$ cat src/rtl/extrinsic_exchange.sv
// Extrinsic exchange stage between two SISO decoders.
// Captures a finished block, computes scaled extrinsics one element per cycle,
// permutes them for the next SISO and hands them over with read_en/ready.
// On the last half-iteration it emits hard decisions instead of extrinsics.
module extrinsic_exchange #(
    parameter int DATA_SIZE     = 10,
    parameter int EXTEND_SIZE   = 7,
    parameter int MAX_HALF_ITER = 8
) (
    input  logic                            clk_i,
    input  logic                            reset_i,
    input  logic                            finish_i,
    input  logic [DATA_SIZE*EXTEND_SIZE-1:0] llr_i,
    input  logic [4*EXTEND_SIZE-1:0]         sys_i,
    input  logic [DATA_SIZE*EXTEND_SIZE-1:0] ext_i,
    output logic [DATA_SIZE*EXTEND_SIZE-1:0] ext_o,
    output logic                            read_en_o,
    input  logic                            ready_i,
    output logic [EXTEND_SIZE-1:0]           bits_o,
    output logic                            bits_valid_o,
    output logic [3:0]                      half_iter_o,
    output logic                            overrun_o
);
    localparam int W      = DATA_SIZE * EXTEND_SIZE;
    localparam int SW     = 4 * EXTEND_SIZE;
    localparam int CW     = DATA_SIZE + 2;
    localparam int IDX_W  = $clog2(EXTEND_SIZE);
    localparam int P_EVEN = 3;
    localparam int P_ODD  = 5;

    typedef enum logic [1:0] {IDLE = 2'd0, COMPUTE = 2'd1, OUTPUT = 2'd2} state_t;

    state_t                        state_q, state_d;
    logic [IDX_W-1:0]              idx_q, idx_d;
    logic [W-1:0]                  llr_q, llr_d;
    logic [SW-1:0]                 sys_q, sys_d;
    logic [W-1:0]                  exti_q, exti_d;
    logic signed [DATA_SIZE-1:0]   e_q [EXTEND_SIZE];
    logic signed [DATA_SIZE-1:0]   e_d [EXTEND_SIZE];
    logic [W-1:0]                  ext_q, ext_d;
    logic                          read_en_q, read_en_d;
    logic [EXTEND_SIZE-1:0]        bits_q, bits_d;
    logic                          bits_valid_q, bits_valid_d;
    logic [3:0]                    half_q, half_d;
    logic                          overrun_q, overrun_d;

    logic signed [DATA_SIZE-1:0]   llr_k_s, ext_k_s, e_cur_s;
    logic signed [3:0]             sys_k_s;
    logic signed [CW-1:0]          d_s, s_s;

    // Saturate a CW-bit signed value into the DATA_SIZE-bit signed range.
    function automatic logic signed [DATA_SIZE-1:0] sat(input logic signed [CW-1:0] v);
        logic signed [CW-1:0] hi;
        logic signed [CW-1:0] lo;
        hi = CW'((2 ** (DATA_SIZE - 1)) - 1);
        lo = -hi - CW'(1);
        if (v > hi) begin
            sat = hi[DATA_SIZE-1:0];
        end else if (v < lo) begin
            sat = lo[DATA_SIZE-1:0];
        end else begin
            sat = v[DATA_SIZE-1:0];
        end
    endfunction

    // Strictly positive test for a signed LLR (zero decides to 0).
    function automatic logic is_pos(input logic [DATA_SIZE-1:0] v);
        is_pos = !v[DATA_SIZE-1] && (v != {DATA_SIZE{1'b0}});
    endfunction

    // Extrinsic of the element currently addressed by idx.
    always_comb begin
        llr_k_s = llr_q[W-1-DATA_SIZE*int'(idx_q) -: DATA_SIZE];
        ext_k_s = exti_q[W-1-DATA_SIZE*int'(idx_q) -: DATA_SIZE];
        sys_k_s = sys_q[SW-1-4*int'(idx_q) -: 4];
        d_s     = CW'(llr_k_s) - CW'(sys_k_s) - CW'(ext_k_s);
        s_s     = d_s - (d_s >>> 2);
        e_cur_s = sat(s_s);
    end

    // Next-state, capture, permutation and handshake logic.
    always_comb begin
        int src;
        int mult;
        state_d      = state_q;
        idx_d        = idx_q;
        llr_d        = llr_q;
        sys_d        = sys_q;
        exti_d       = exti_q;
        e_d          = e_q;
        ext_d        = ext_q;
        read_en_d    = read_en_q;
        bits_d       = bits_q;
        bits_valid_d = 1'b0;
        half_d       = half_q;
        overrun_d    = overrun_q;
        mult         = half_q[0] ? P_ODD : P_EVEN;
        src          = 0;
        case (state_q)
            IDLE: begin
                if (finish_i) begin
                    llr_d   = llr_i;
                    sys_d   = sys_i;
                    exti_d  = ext_i;
                    idx_d   = {IDX_W{1'b0}};
                    state_d = COMPUTE;
                end else begin
                    state_d = IDLE;
                end
            end
            COMPUTE: begin
                e_d[idx_q] = e_cur_s;
                if (idx_q == IDX_W'(EXTEND_SIZE - 1)) begin
                    if (half_q == 4'(MAX_HALF_ITER - 1)) begin
                        for (int j = 0; j < EXTEND_SIZE; j++) begin
                            src = (mult * j) % EXTEND_SIZE;
                            bits_d[EXTEND_SIZE-1-j] = is_pos(llr_q[W-1-DATA_SIZE*src -: DATA_SIZE]);
                        end
                        bits_valid_d = 1'b1;
                        half_d       = 4'd0;
                        state_d      = IDLE;
                    end else begin
                        for (int j = 0; j < EXTEND_SIZE; j++) begin
                            src = (mult * j) % EXTEND_SIZE;
                            ext_d[W-1-DATA_SIZE*j -: DATA_SIZE] = e_d[src];
                        end
                        read_en_d = 1'b1;
                        state_d   = OUTPUT;
                    end
                end else begin
                    idx_d = idx_q + IDX_W'(1);
                end
            end
            OUTPUT: begin
                if (ready_i) begin
                    read_en_d = 1'b0;
                    half_d    = half_q + 4'd1;
                    state_d   = IDLE;
                end else begin
                    read_en_d = 1'b1;
                end
            end
            default: begin
                state_d = IDLE;
            end
        endcase
        if (finish_i && (state_q != IDLE)) begin
            overrun_d = 1'b1;
        end else begin
            overrun_d = overrun_d;
        end
    end

    // State and datapath registers with asynchronous clear.
    always_ff @(posedge clk_i or posedge reset_i) begin
        if (reset_i) begin
            state_q      <= IDLE;
            idx_q        <= {IDX_W{1'b0}};
            llr_q        <= {W{1'b0}};
            sys_q        <= {SW{1'b0}};
            exti_q       <= {W{1'b0}};
            for (int k = 0; k < EXTEND_SIZE; k++) begin
                e_q[k] <= {DATA_SIZE{1'b0}};
            end
            ext_q        <= {W{1'b0}};
            read_en_q    <= 1'b0;
            bits_q       <= {EXTEND_SIZE{1'b0}};
            bits_valid_q <= 1'b0;
            half_q       <= 4'd0;
            overrun_q    <= 1'b0;
        end else begin
            state_q      <= state_d;
            idx_q        <= idx_d;
            llr_q        <= llr_d;
            sys_q        <= sys_d;
            exti_q       <= exti_d;
            e_q          <= e_d;
            ext_q        <= ext_d;
            read_en_q    <= read_en_d;
            bits_q       <= bits_d;
            bits_valid_q <= bits_valid_d;
            half_q       <= half_d;
            overrun_q    <= overrun_d;
        end
    end

    assign ext_o        = ext_q;
    assign read_en_o    = read_en_q;
    assign bits_o       = bits_q;
    assign bits_valid_o = bits_valid_q;
    assign half_iter_o  = half_q;
    assign overrun_o    = overrun_q;
endmodule

$ cat config.mk
export PLATFORM = sky130hd
export DESIGN_NAME = extrinsic_exchange
export DESIGN_NICKNAME = d
export VERILOG_FILES = /design/src/rtl/extrinsic_exchange.sv
export SDC_FILE = /design/constraint.sdc
export NUM_CORES = 1
export LEC_CHECK = 0
export ABC_AREA = 1
export ABC_CLOCK_PERIOD_IN_PS = 13300
export CAP_MARGIN = 0
export CORE_MARGIN = 4
export CORE_UTILIZATION = 55
export DETAILED_ROUTE_END_ITERATION = 16
export GPL_TIMING_DRIVEN = 0
export PLACE_DENSITY_LB_ADDON = 0.12
export SYNTH_ARGS = -nofsm -noshare
export SYNTH_HDL_FRONTEND = slang
export SYNTH_SLANG_ARGS = --single-unit
export TNS_END_PERCENT = 100
$ cat constraint.sdc
create_clock -name clk_i -period 13.3 [get_ports clk_i]
set_input_delay 1.33 -clock clk_i [delete_from_list [all_inputs] [get_ports clk_i]]
set_output_delay 1.33 -clock clk_i [all_outputs]
set_load 0.02 [all_outputs]
==> flow_summary.ini <==
[clock_tree]
h-tree-depth = 2
cts.sinks = 327
clock_path_buffers = 3
tritoncts = built
cts_buffers = 35
root_buffer = clkbuf_16
path_clk_slew_ns = 0.06
cts_resized = 0
insertion_delay_ns = 0.58
ctsHoldBuffers = 0
cts_setup_buffers = 0

[global_route]
grt-ovfl-total = 0
antenna_found_initial = 2
grt_pass1_wl_um = 141000
grt_pass1_vias = 24203
grt_usage_pct = 44.7
grt_max_degree = 137

[worst_setup_path]
end_kind = flip-flop
arrival_ns = 12.29
cpMostUsedCell = nand2_1
critPathBufInv = 12
crit_slowest_cell = clkbuf_1
max_stage_delay_ns = 0.81
worst_ep_required_time_ns = 13.76
path_delay_family = buffers and inverters
start_kind = flip-flop
crit_path_max_fanout = 10
path_class = reg -> reg

[timing]
tightest_slew_ns = 1.22
final-max-slew-violation-count = 0
max_freq_ghz = 0.0845
finalSetupViolations = 0
rsz0062_at_grt = no
finalClockSkew_ns = 0.0255
fin_crit_sh_pct = 89.0
fin_crit_ns = 11.83
final_hold_viol_count = 0
timing.slew.headroom_pct = 17.9

[placement]
numPortBuffers = 255
dp.cells = 3867
gp_congestion = 1.12
hpwl_um = 70900

[route]
drt_iter0_drc = 3460
vias_per_cell = 6.30
num_vias = 24713
routed_wl_um = 95100
wire_per_inst_um = 24.2
drc = 0
antenna_left = 0
dr.pass1.iters = 8

[flow_run]
drv_cap = 0

[logic_synthesis]
synthFlopType = dfrtp_1
synth_top_area_share_pct = 39.0
synth_area_per_cell_sq_um = 6.78
postSynthCellCount = 3099
synth_nets = 3312
synth_top_area_cell = dfrtp_1
synthTopCellsByArea = dfrtp_1 39%, nand2_1 20%, nand3_1 8.5%, o21ai_0 7.6%, inv_1 4.0%
yosys_warnings = 0
synth-seq-area-share_pct = 39.0
synth_edf_count = 0
synthArstFlopShare_pct = 100
synth-seq-cells = 327
synth_area_sq_um = 21000
ys_types = 55

[finish]
final_cell_mix = 1,105 x nand2_1, 358 x nand3_1, 327 x dfrtp_1
area_growth_syn_to_layout_pct = 21.0
final_nets = 3606
drive_gt1_share_pct = 4.34
final_core_util_pct = 67.5
layout_commonest_cell = nand2_1
stdcell_count = 3923
antenna_cells = 0

[floorplan]
ioPinCount = 256
die_y_um = 203
die_area_sq_um = 41400
start_util_pct = 55.8
rows = 71
die-width_um = 203
coreArea_sq_um = 37700

[outcome]
status = complete, no violations

[worst_hold_path]
hp-class = reg -> reg
-- state kept, by name (all words and copies together), names as in the netlist --
name / cells
bits_o: 7
e_q: 70
half_iter_o: 4
read_en_o: 1
idx_q: 3
sys_q: 28
state_q: 2
bits_valid_o: 1
overrun_o: 1
exti_q: 70
ext_o: 70
llr_q: 70
-- cell type report --
class,count,area [sq um]
fillers,3178,12200
multi-input cells,2330,11100
flip-flops and latches,327,8180
clock inverters,10,175
inverters,237,897
plain buffers,205,812
well taps,511,639
repair buffers,257,2610
clock buffers,46,987
-- layer usage --
metal,track usage [%],up-vias,wire [um]
li1,-,10724,-
met1,51.2,11498,32200
met2,71.2,1892,42200
met3,10.0,597,10100
met4,38.1,2,10500
met5,0,-,11
-- synth_stat cells (3+ instances only) --
master,n
inv_2,9
buf_1,33
inv_1,226
nand3_1,358
a32oi_1,4
buf_4,3
a32o_1,6
nor4_1,7
nand2_1,1105
o31ai_1,19
nand2_4,8
o311ai_0,4
or2_2,49
nand2_2,7
o22ai_1,12
clkbuf_1,162
a211oi_1,8
o21ai_0,317
o41ai_1,3
nand4_1,6
o21bai_1,5
a311oi_1,4
nand3_2,4
nor2_1,131
o221ai_1,7
buf_2,4
dfrtp_1,327
a31oi_1,31
ha_1,30
xnor2_1,4
a22o_1,5
nor3_1,21
o21ai_1,11
a21oi_1,103
o211ai_1,15
xor2_1,13
fa_1,11
o21a_1,3
-- kinds of logic (layout without fill, tap and decap cells) --
logic type	count (synthesis)	after routing	synth area share (%)
AOI/OAI and AO/OA	570	570	15.3
xor gates and xnor gates	18	18	0.786
adders and majority gates	41	41	2.84
buffers and inverters	442	755	8.10
DFF	327	327	39.0
muxes	2	2	0.0953
and+or+nand+nor	1699	1699	33.9
-- per-stage QoR --
step / TNS, ns / worst slack [ns] / hold WS, ns / instance area [sq um]
finish: 0 / 1.47 / 0.475 / 25400
global placement: -121.79 / -0.420 / 0.453 / 24200
detailed placement: 0 / 2.02 / 0.458 / 24300
CTS: 0 / 2.00 / 0.474 / 25400
global route: 0 / 1.08 / 0.494 / 25400
floorplan: 0 / 2.92 / 0.442 / 21000
-- worst reg2reg max path, delay by kind of cell, from the launching register on --
kind / cells / cell delay [ns]
XOR/XNOR: 1 / 0.25
flip-flops: 1 / 0.48
AND/OR/NAND/NOR: 19 / 2.51
buffers and inverters: 12 / 5.42
adder cells (fa/ha/maj): 4 / 1.71
AO/OA/AOI/OAI: 5 / 1.33
-- worst paths after layout --
path,cells past startpoint,startpoint,slack [ns],to
min,2,ext_o[37]$_DFFE_PP0P_,0.48,ext_o[37]$_DFFE_PP0P_
min in group asynchronous,2,reset_i,1.20,ext_o[68]$_DFFE_PP0P_
max,41,idx_q[0]$_DFFE_PP0P_,1.47,ext_o[26]$_DFFE_PP0P_
max reg2reg,41,idx_q[0]$_DFFE_PP0P_,1.47,ext_o[26]$_DFFE_PP0P_
min reg2reg,2,ext_o[37]$_DFFE_PP0P_,0.48,ext_o[37]$_DFFE_PP0P_
max in group asynchronous,3,reset_i,11.02,exti_q[9]$_DFFE_PP0P_
Power is left out: the tool's default activity adds up to more than one toggle a clock period on the data nets, which glitch-free logic cannot reach.
